[src/rtl/muldiv_unit.sv]
// muldiv_unit: iterative multiply/divide unit (MUL, SMULH, SDIV, UDIV) with a
// start/busy/done handshake. Multiply is shift-add and divide is restoring
// division, one bit per cycle for WIDTH cycles, on sign-stripped magnitudes.
// The sign is restored in a single step as the result is registered.
// Optional build macro: MULDIV_ZERO_SKIP_EN. When it is defined, a zero divisor
// or multiplier (any op), or a zero multiplicand (MUL/SMULH), skips from PREP
// straight to DONE.
//
// state | meaning
// IDLE  | waiting for start; latches op and operands on start
// PREP  | takes operand magnitudes and signs, clears the accumulator, loads the counter
// RUN   | WIDTH iterations, counter WIDTH-1 down to 0
// DONE  | one-cycle done pulse; result and divByZero already registered
module muldiv_unit #(
  parameter int WIDTH = 32
) (
  input  logic             clk,
  input  logic             reset,
  input  logic             start,
  input  logic [1:0]       op,
  input  logic [WIDTH-1:0] operandA,
  input  logic [WIDTH-1:0] operandB,
  output logic             busy,
  output logic             done,
  output logic [WIDTH-1:0] result,
  output logic             divByZero
);

  localparam int CW = (WIDTH > 1) ? $clog2(WIDTH) : 1;

  typedef enum logic [1:0] {S_IDLE, S_PREP, S_RUN, S_DONE} state_t;

  state_t             state, state_nxt;
  logic [1:0]         op_q;
  logic [WIDTH-1:0]   a_q, b_q;
  logic [WIDTH-1:0]   opnd_q;
  logic [2*WIDTH-1:0] prod;
  logic [CW-1:0]      cnt;
  logic               neg_q;

  logic               is_div, is_signed, b_zero, skip;
  logic [WIDTH-1:0]   a_mag, b_mag;
  logic [WIDTH:0]     mul_sum, div_sh, div_diff;
  logic [2*WIDTH-1:0] prod_step, prod_fix;
  logic [WIDTH-1:0]   res_final;

  assign is_div    = op_q[1];
  assign is_signed = (op_q != 2'b11);
  assign b_zero    = (b_q == '0);
  assign busy      = (state != S_IDLE);
  assign done      = (state == S_DONE);

`ifdef MULDIV_ZERO_SKIP_EN
  assign skip = b_zero || (!is_div && (a_q == '0));
`else
  assign skip = 1'b0;
`endif

  // State register.
  always_ff @(posedge clk) begin
    if (reset) state <= S_IDLE;
    else       state <= state_nxt;
  end

  // Next-state logic.
  always_comb begin
    state_nxt = state;
    case (state)
      S_IDLE:  if (start) state_nxt = S_PREP;
      S_PREP:  state_nxt = skip ? S_DONE : S_RUN;
      S_RUN:   if (cnt == '0) state_nxt = S_DONE;
      S_DONE:  state_nxt = S_IDLE;
      default: state_nxt = S_IDLE;
    endcase
  end

  // Magnitudes (the most-negative value maps to 2^(WIDTH-1) as unsigned).
  always_comb begin
    a_mag = (is_signed && a_q[WIDTH-1]) ? (~a_q + 1'b1) : a_q;
    b_mag = (is_signed && b_q[WIDTH-1]) ? (~b_q + 1'b1) : b_q;
  end

  // One iteration step and the sign-corrected final value it produces.
  always_comb begin
    mul_sum  = {1'b0, prod[2*WIDTH-1:WIDTH]} + (prod[0] ? {1'b0, opnd_q} : '0);
    div_sh   = prod[2*WIDTH-1:WIDTH-1];
    div_diff = div_sh - {1'b0, opnd_q};
    prod_step = prod;
    if (is_div) begin
      if (div_diff[WIDTH]) prod_step = {div_sh[WIDTH-1:0], prod[WIDTH-2:0], 1'b0};
      else                 prod_step = {div_diff[WIDTH-1:0], prod[WIDTH-2:0], 1'b1};
    end else begin
      prod_step = {mul_sum, prod[WIDTH-1:1]};
    end
    prod_fix = neg_q ? (~prod_step + 1'b1) : prod_step;
    res_final = (op_q == 2'b01) ? prod_fix[2*WIDTH-1:WIDTH] : prod_fix[WIDTH-1:0];
    if (is_div && b_zero) res_final = '0;
  end

  // Operand capture, iteration datapath and registered outputs.
  always_ff @(posedge clk) begin
    if (reset) begin
      op_q      <= '0;
      a_q       <= '0;
      b_q       <= '0;
      opnd_q    <= '0;
      prod      <= '0;
      cnt       <= '0;
      neg_q     <= 1'b0;
      result    <= '0;
      divByZero <= 1'b0;
    end else begin
      case (state)
        S_IDLE: begin
          if (start) begin
            op_q <= op;
            a_q  <= operandA;
            b_q  <= operandB;
          end
        end
        S_PREP: begin
          neg_q  <= is_signed && (a_q[WIDTH-1] ^ b_q[WIDTH-1]);
          cnt    <= CW'(WIDTH-1);
          opnd_q <= is_div ? b_mag : a_mag;
          prod   <= {{WIDTH{1'b0}}, (is_div ? a_mag : b_mag)};
`ifdef MULDIV_ZERO_SKIP_EN
          if (skip) begin
            result    <= '0;
            divByZero <= is_div && b_zero;
          end
`endif
        end
        S_RUN: begin
          prod <= prod_step;
          cnt  <= cnt - 1'b1;
          if (cnt == '0) begin
            result    <= res_final;
            divByZero <= is_div && b_zero;
          end
        end
        default: ;
      endcase
    end
  end

endmodule

[config.mk]
export PLATFORM = sky130hd
export DESIGN_NAME = muldiv_unit
export DESIGN_NICKNAME = d
export VERILOG_FILES = /design/src/rtl/muldiv_unit.sv
export SDC_FILE = /design/constraint.sdc
export NUM_CORES = 1
export LEC_CHECK = 0
export BUFFER_PORTS_ARGS = -buffer_cell sky130_fd_sc_hd__buf_2
export CAP_MARGIN = 20
export CORE_MARGIN = 2
export CORE_UTILIZATION = 50
export DETAILED_ROUTE_END_ITERATION = 6
export PLACE_DENSITY = 0.68
export SLEW_MARGIN = 20
export SYNTH_ARGS = -nofsm -noshare
export SYNTH_HDL_FRONTEND = slang
export SYNTH_SLANG_ARGS = --single-unit
[constraint.sdc]
create_clock -name clk -period 7.6 [get_ports clk]
set_clock_uncertainty 0.05 [all_clocks]
set_input_delay 1.52 -clock clk [delete_from_list [all_inputs] [get_ports clk]]
set_output_delay 1.52 -clock clk [all_outputs]
set_load 0.005 [all_outputs]
After elaboration in Yosys (flattened, before gate mapping)
Cells that the tools add are included.
Cells by class
  $add $sub $neg: 6
  multiply operators: 0
  div/mod/pow operators: 0
  order comparisons: 0
  equal/unequal tests: 7
  shift-type cells: 0
  mux-type cells: 15
  bitwise gates (word level): 4
  reductions and logical operators: 12
Operators with widths (number)
  $mux W32: 7
  $mux W64: 3
  $pmux W64 S2: 1
  $add A32 B1 Y32 const B: 2
  $add A64 B1 Y64 const B: 1
  $not A32 Y32: 2
  $not A64 Y64: 1
  $add A32 B32 Y33: 1
  $sub A33 B32 Y33: 1
  $logic_not A32 Y1: 1
  $pmux W5 S2: 1
  $pmux W2 S4: 1
  $ne A2 B2 Y1 const B: 3
  $reduce_and A2 Y1: 3
  $logic_not A5 Y1: 1
  $sub A5 B1 Y5 const B: 1
  $eq A2 B1 Y1 const B: 2
  $eq A2 B2 Y1 const B: 2
  $logic_and A1 B1 Y1: 4
  $mux W2: 2
  $reduce_bool A2 Y1: 2
  $logic_not A2 Y1: 1
  $xor A1 B1 Y1: 1
Storage, ports and cells
  bits in registers: 203
  latch bits: 0
  RAM bits: 0
  memory bits (read-only): 0
  bits of input ports: 69
  output and inout bits: 35
  logic and storage cells: 54
  memories kept: 0

Logic depth before layout (Yosys ltp)
  depth in word-level cells: 8
  mapped depth: 24

Least setup slack after synthesis
OpenSTA, ideal clock, no wires.
  kind: flip-flop to flip-flop
  start: register op_q[1]
  end: register result[30]
  setup time: 0.087 ns
  arrival time: 5.128 ns
  slack: 2.334 ns
  cell stages (with the launch flop): 21
  buffers on the path: 8
  period minus slack after synthesis: 5.266 ns
  path through: dfxtp_1 -> buf_2 -> buf_2 -> buf_1 -> buf_2 -> buf_1 -> buf_1 -> clkbuf_1 -> mux2i_1 -> ha_1 -> o21ai_0 -> nor3_1 -> nand2_1 -> or4b_1 -> or4_1 -> buf_2 -> nor4_4 -> nand2_2 -> nor3_4 -> a211oi_1 -> o31ai_1
Between the ends
  cells in the longest elaborated chain, start to end: 6
RTL lines
  start: declaration: RTL line 34  | logic [1:0] op_q;
  start signal: assignment: RTL line 116  | op_q <= op;
  $mux W64: RTL line 89  | if (is_div) begin
  $not A64 Y64: RTL line 95  | prod_fix = neg_q ? (~prod_step + 1'b1) : prod_step;
  $add A64 B1 Y64: RTL line 95
  $mux W64: RTL line 95
  $mux W32: RTL line 96  | res_final = (op_q == 2'b01) ? prod_fix[2*WIDTH-1:WIDTH] : prod_fix[WIDTH-1:0];
  $mux W32 (*): RTL line 97  | if (is_div && b_zero) res_final = '0;
  end signal: assignment: RTL line 137  | result <= res_final;
  end: declaration: RTL line 25  | output logic [WIDTH-1:0] result,
Every way passes the cells marked *; elsewhere a longest branch is shown, timed or not.
A chain may end at the register's enable or synchronous reset.

Worst setup path in the final report
  start: register prod[31]
  end: register result[30]
Between the ends
  cells in the longest elaborated chain, start to end: 8
RTL lines
  start: declaration: RTL line 37  | logic [2*WIDTH-1:0] prod;
  start signal: assignment: RTL line 125  | prod <= {{WIDTH{1'b0}}, (is_div ? a_mag : b_mag)};
  start signal: assignment: RTL line 134  | prod <= prod_step;
  $sub A33 B32 Y33: RTL line 87  | div_diff = div_sh - {1'b0, opnd_q};
  $mux W64: RTL line 90  | if (div_diff[WIDTH]) prod_step = {div_sh[WIDTH-1:0], prod[WIDTH-2:0], 1'b0};
  $mux W64 (*): RTL line 89
  $not A64 Y64: RTL line 95
  $add A64 B1 Y64: RTL line 95
  $mux W64 (*): RTL line 95
  $mux W32 (*): RTL line 96
  $mux W32 (*): RTL line 97
Marked as above.

==> parameters.txt <==
Parameter                              Value

Synthesis
  Register area share after synthesis ... 0.243
  Top-area cell type share of the netlist area ... 0.243
  Cells after synthesis ... 2300
  Area leader, netlist ... sky130_fd_sc_hd__dfxtp_1
  Synthesized area divided by synthesized cell count ... 7.26 um^2
  Number of flops mapped to enable cells by yosys ... 0
  Yosys warns ... 0
  Dominant cells by area after synthesis ... sky130_fd_sc_hd__dfxtp_1 24%, sky130_fd_sc_hd__a21oi_1 7.2%, sky130_fd_sc_hd__nand2_1 7.0%
  Seq cells post-synth ... 203
  Synth Cell Area ... 0.0167 mm^2
  Share of flip-flops with an asynchronous set or reset after synthesis ... 0
  Number of distinct standard cells referenced by the synthesized netlist ... 96
  Most common cell in the synthesized netlist ... sky130_fd_sc_hd__nand2_1
  Synth Net Count ... 2445
  Most numerous cell types in the synthesized netlist ... 313 x sky130_fd_sc_hd__nand2_1, 262 x sky130_fd_sc_hd__nor2_1, 241 x sky130_fd_sc_hd__a21oi_1
  Flip-flop cell with the highest count after synthesis ... sky130_fd_sc_hd__dfxtp_1

Clock network
  Maximum root-to-sink buffer count ... 3
  Clock insertion delay at the later pin of the skew report ... 560 ps
  H-tree depth ... 1
  Cell at the root of the clock tree ... sky130_fd_sc_hd__clkbuf_16
  Clock sink total ... 203
  Setup repair bufs after CTS ... 0
  Post-CTS resize count ... 0
  TritonCTS clock tree ... done
  Post-CTS Hold Buffers ... 0
  TritonCTS buffer count ... 25
  Clk pin slew, worst setup/hold paths ... 60 ps

Power
  Largest voltage drop on the vdd net ... 0.235 mV
  P_leak ... 0.00743 uW
  Part of the power in combinational logic ... 0.571
  Switching part of the total power ... 0.498
  Switching power ... 3300 uW
  Pwr per Cell Area ... 360 mW/mm^2
  Sequential Power Share ... 0.225
  Cell internal pwr ... 3320 uW
  Proportion of power drawn by the clock network ... 0.203

Layout
  Area of the multi-input gates ... 0.0118 mm^2
  Final std cells w/o fill ... 2781
  Area taken by flip-flops and latches ... 0.00407 mm^2
  Share of cells above drive strength 1 ... 0.111
  Post-layout nets ... 2465
  Filler cells ... 3237
  Number of antenna cells inserted ... 0
  Area added between synthesis and finish ... 10.2%

Critical path
  CP startpoint kind ... flop
  Total buffers and inverters traversed by the critical path ... 2
  Setup crit end kind ... flop
  Worst reg2reg path endpoint ... result[30]
  Maximum fanout encountered on the critical timing path ... 6
  Slowest Stage Delay on Critical Path ... 570 ps
  Critical path endpoint ... result[30]
  CP Class ... reg -> reg
  Number of cells on the critical path ... 22
  Critical R2R Launch ... prod[31]
  Required time of the critical path ... 8020 ps
  R2R cell count ... 22
  Start point of the critical path ... prod[31]
  Critical path, cell by cell ... inv_1 -> ha_1 -> inv_1 -> fa_1 -> a211oi_1 -> o211ai_1 -> nand4_1 -> a21boi_1 -> o211ai_2 -> nor2_1 -> a21oi_1 -> ha_1 -> o21ai_0 -> nor3_1 -> nand2_1 -> or4b_1 -> or4_1 -> nor4_4 -> nand2_2 -> nor3_4 -> a211oi_1 -> o31ai_1
  Slowest stage cell, crit path ... sky130_fd_sc_hd__or4_1
  Cell family with most CP delay ... simple AND/OR/NAND/NOR gates
  Register-to-register path setup slack ... 1730 ps
  Arrival time of data at the critical path endpoint ... 6280 ps

Timing
  Slew at the pin with the worst max-slew slack ... 1070 ps
  Setup repair after global routing missed its margin ... no
  Final period demand of the worst path ... 5870 ps
  TNS Setup ... 0 ps
  Setup-failing EPs final ... 0
  Maximum frequency from static timing analysis ... 170 MHz
  Final Max Tran Viols ... 0
  Portion of the clock cycle consumed by the worst path in the final layout ... 0.772
  Slew headroom ... 0.285
  Final hold violation count ... 0

Global routing
  First-pass GRT wire length ... 101000 um
  Via count of the first global-routing pass ... 16456
  Overflow left after global routing ... 0
  Overall global routing resource usage ... 0.369
  Initial antenna violation count ... 0
  Largest net degree at the start of global routing ... 100

Route
  Remaining design rule violation count ... 0
  Total vias in the final route ... 17734
  WL/cell ... 23.7 um
  Routed wire length ... 65800 um
  Total iterations of the first detailed-routing run ... 6
  Via count normalized by instance count ... 6.38
  DRC marker count from the first detailed-route iteration ... 1884
  Remaining antenna violation count ... 0

Placement
  Port Buffers ... 103
  Number of cells after detailed placement ... 2735
  Placer congestion estimate ... 1.01
  Post-DP HPWL ... 50100 um

Floorplan
  Die boundary height ... 187 um
  Die area ... 0.0349 mm^2
  Placeable core region ... 0.0327 mm^2
  Effective utilization at floorplan ... 0.511
  Row count ... 66
  Die width ... 187 um
  I/O pin count ... 104

Flow run
  Max-cap viol count ... 0

Hold path
  Worst Hold Class ... reg -> reg

Status
  Status ... completed
==> placed cells by master (no fill, tap or decap), types with 63 or more instances in the layout <==
master                    count
sky130_fd_sc_hd__a21oi_1    240
sky130_fd_sc_hd__buf_2      102
sky130_fd_sc_hd__dfxtp_1    201
sky130_fd_sc_hd__ha_1        74
sky130_fd_sc_hd__inv_1       66
sky130_fd_sc_hd__nand2_1    312
sky130_fd_sc_hd__nor2_1     260
sky130_fd_sc_hd__nor3_1      76
sky130_fd_sc_hd__o21ai_0    106
sky130_fd_sc_hd__xnor2_1     63
==> metal layers <==
metal | part of all wire | track usage | up-vias
met5 | 0 | 0 | -
met4 | 0.069 | 0.218 | 0
met3 | 0.071 | 0.0387 | 169
met2 | 0.45 | 0.590 | 846
met1 | 0.41 | 0.483 | 8386
li1 | - | - | 8333
==> flip-flops by register name, indices dropped and copies added (netlist names) <==
register,count
cnt,5
neg_q,1
a_q,32
result,32
state,2
prod,64
divByZero,1
b_q,32
op_q,2
opnd_q,32
==> metrics by stage <==
step	hold slack [ps]	power, uW	setup WS, ps	utilization	area [um^2]
floorplan	386	4090	2330	-	16700
global placement	381	5160	2080	0.534	17500
detailed placement	387	5190	1790	0.534	17500
CTS	394	6550	1780	0.562	18400
global route	421	7000	1220	0.563	18400
finish	390	6630	1730	0.563	18400
==> worst min-delay path by stage <==
stage | start | endpoint | slack, ps | cells after the start
finish | result[24] | result[24] | 390 | 2
global route | result[25] | result[25] | 420 | 2
CTS | result[24] | result[24] | 390 | 2
detailed placement | result[24] | result[24] | 390 | 2
global placement | result[20] | result[20] | 380 | 1
floorplan | a_q[21] | a_q[21] | 390 | 2
==> power groups by stage <==
stage          logic [uW]  registers [uW]  clock network (uW)
2_1_floorplan        2680            1400                   0
3_3_place_gp         3670            1490                   0
3_5_place_dp         3690            1500                   0
4_1_cts              3710            1480                1360
5_1_grt              4090            1520                1400
6_report             3790            1490                1350
==> area by class of cell <==
class | instances | area share
Multi-Input combinational cell | 1884 | 0.643
Clock inverter | 18 | 0.0139
Inverter | 70 | 0.0143
Timing Repair Buffer | 136 | 0.0418
Sequential cell | 203 | 0.221
Tap cell | 442 | 0.0301
Clock buffer | 28 | 0.0357
==> worst register-to-register path, cell delays in order (launching register included) <==
cell and delay, ps:
sky130_fd_sc_hd__dfxtp_1 320, sky130_fd_sc_hd__inv_1 80, sky130_fd_sc_hd__ha_1 160, sky130_fd_sc_hd__inv_1 60, sky130_fd_sc_hd__fa_1 440, sky130_fd_sc_hd__a211oi_1 300, sky130_fd_sc_hd__o211ai_1 220, sky130_fd_sc_hd__nand4_1 240
sky130_fd_sc_hd__a21boi_1 160, sky130_fd_sc_hd__o211ai_2 220, sky130_fd_sc_hd__nor2_1 100, sky130_fd_sc_hd__a21oi_1 220, sky130_fd_sc_hd__ha_1 220, sky130_fd_sc_hd__o21ai_0 180, sky130_fd_sc_hd__nor3_1 520, sky130_fd_sc_hd__nand2_1 130
sky130_fd_sc_hd__or4b_1 540, sky130_fd_sc_hd__or4_1 570, sky130_fd_sc_hd__nor4_4 340, sky130_fd_sc_hd__nand2_2 170, sky130_fd_sc_hd__nor3_4 190, sky130_fd_sc_hd__a211oi_1 100, sky130_fd_sc_hd__o31ai_1 250
==> cells by family after synthesis <==
family	count (synthesis)	synth area share
buffers and inverters	213	0.0504
XOR/XNOR	123	0.0645
AND/OR/NAND/NOR	918	0.260
flip-flops	203	0.243
AO/OA/AOI/OAI	675	0.257
multiplexers	92	0.0670
adder cells (fa/ha/maj)	76	0.0578
No activity file was read; power rests on OpenSTA's default activity.
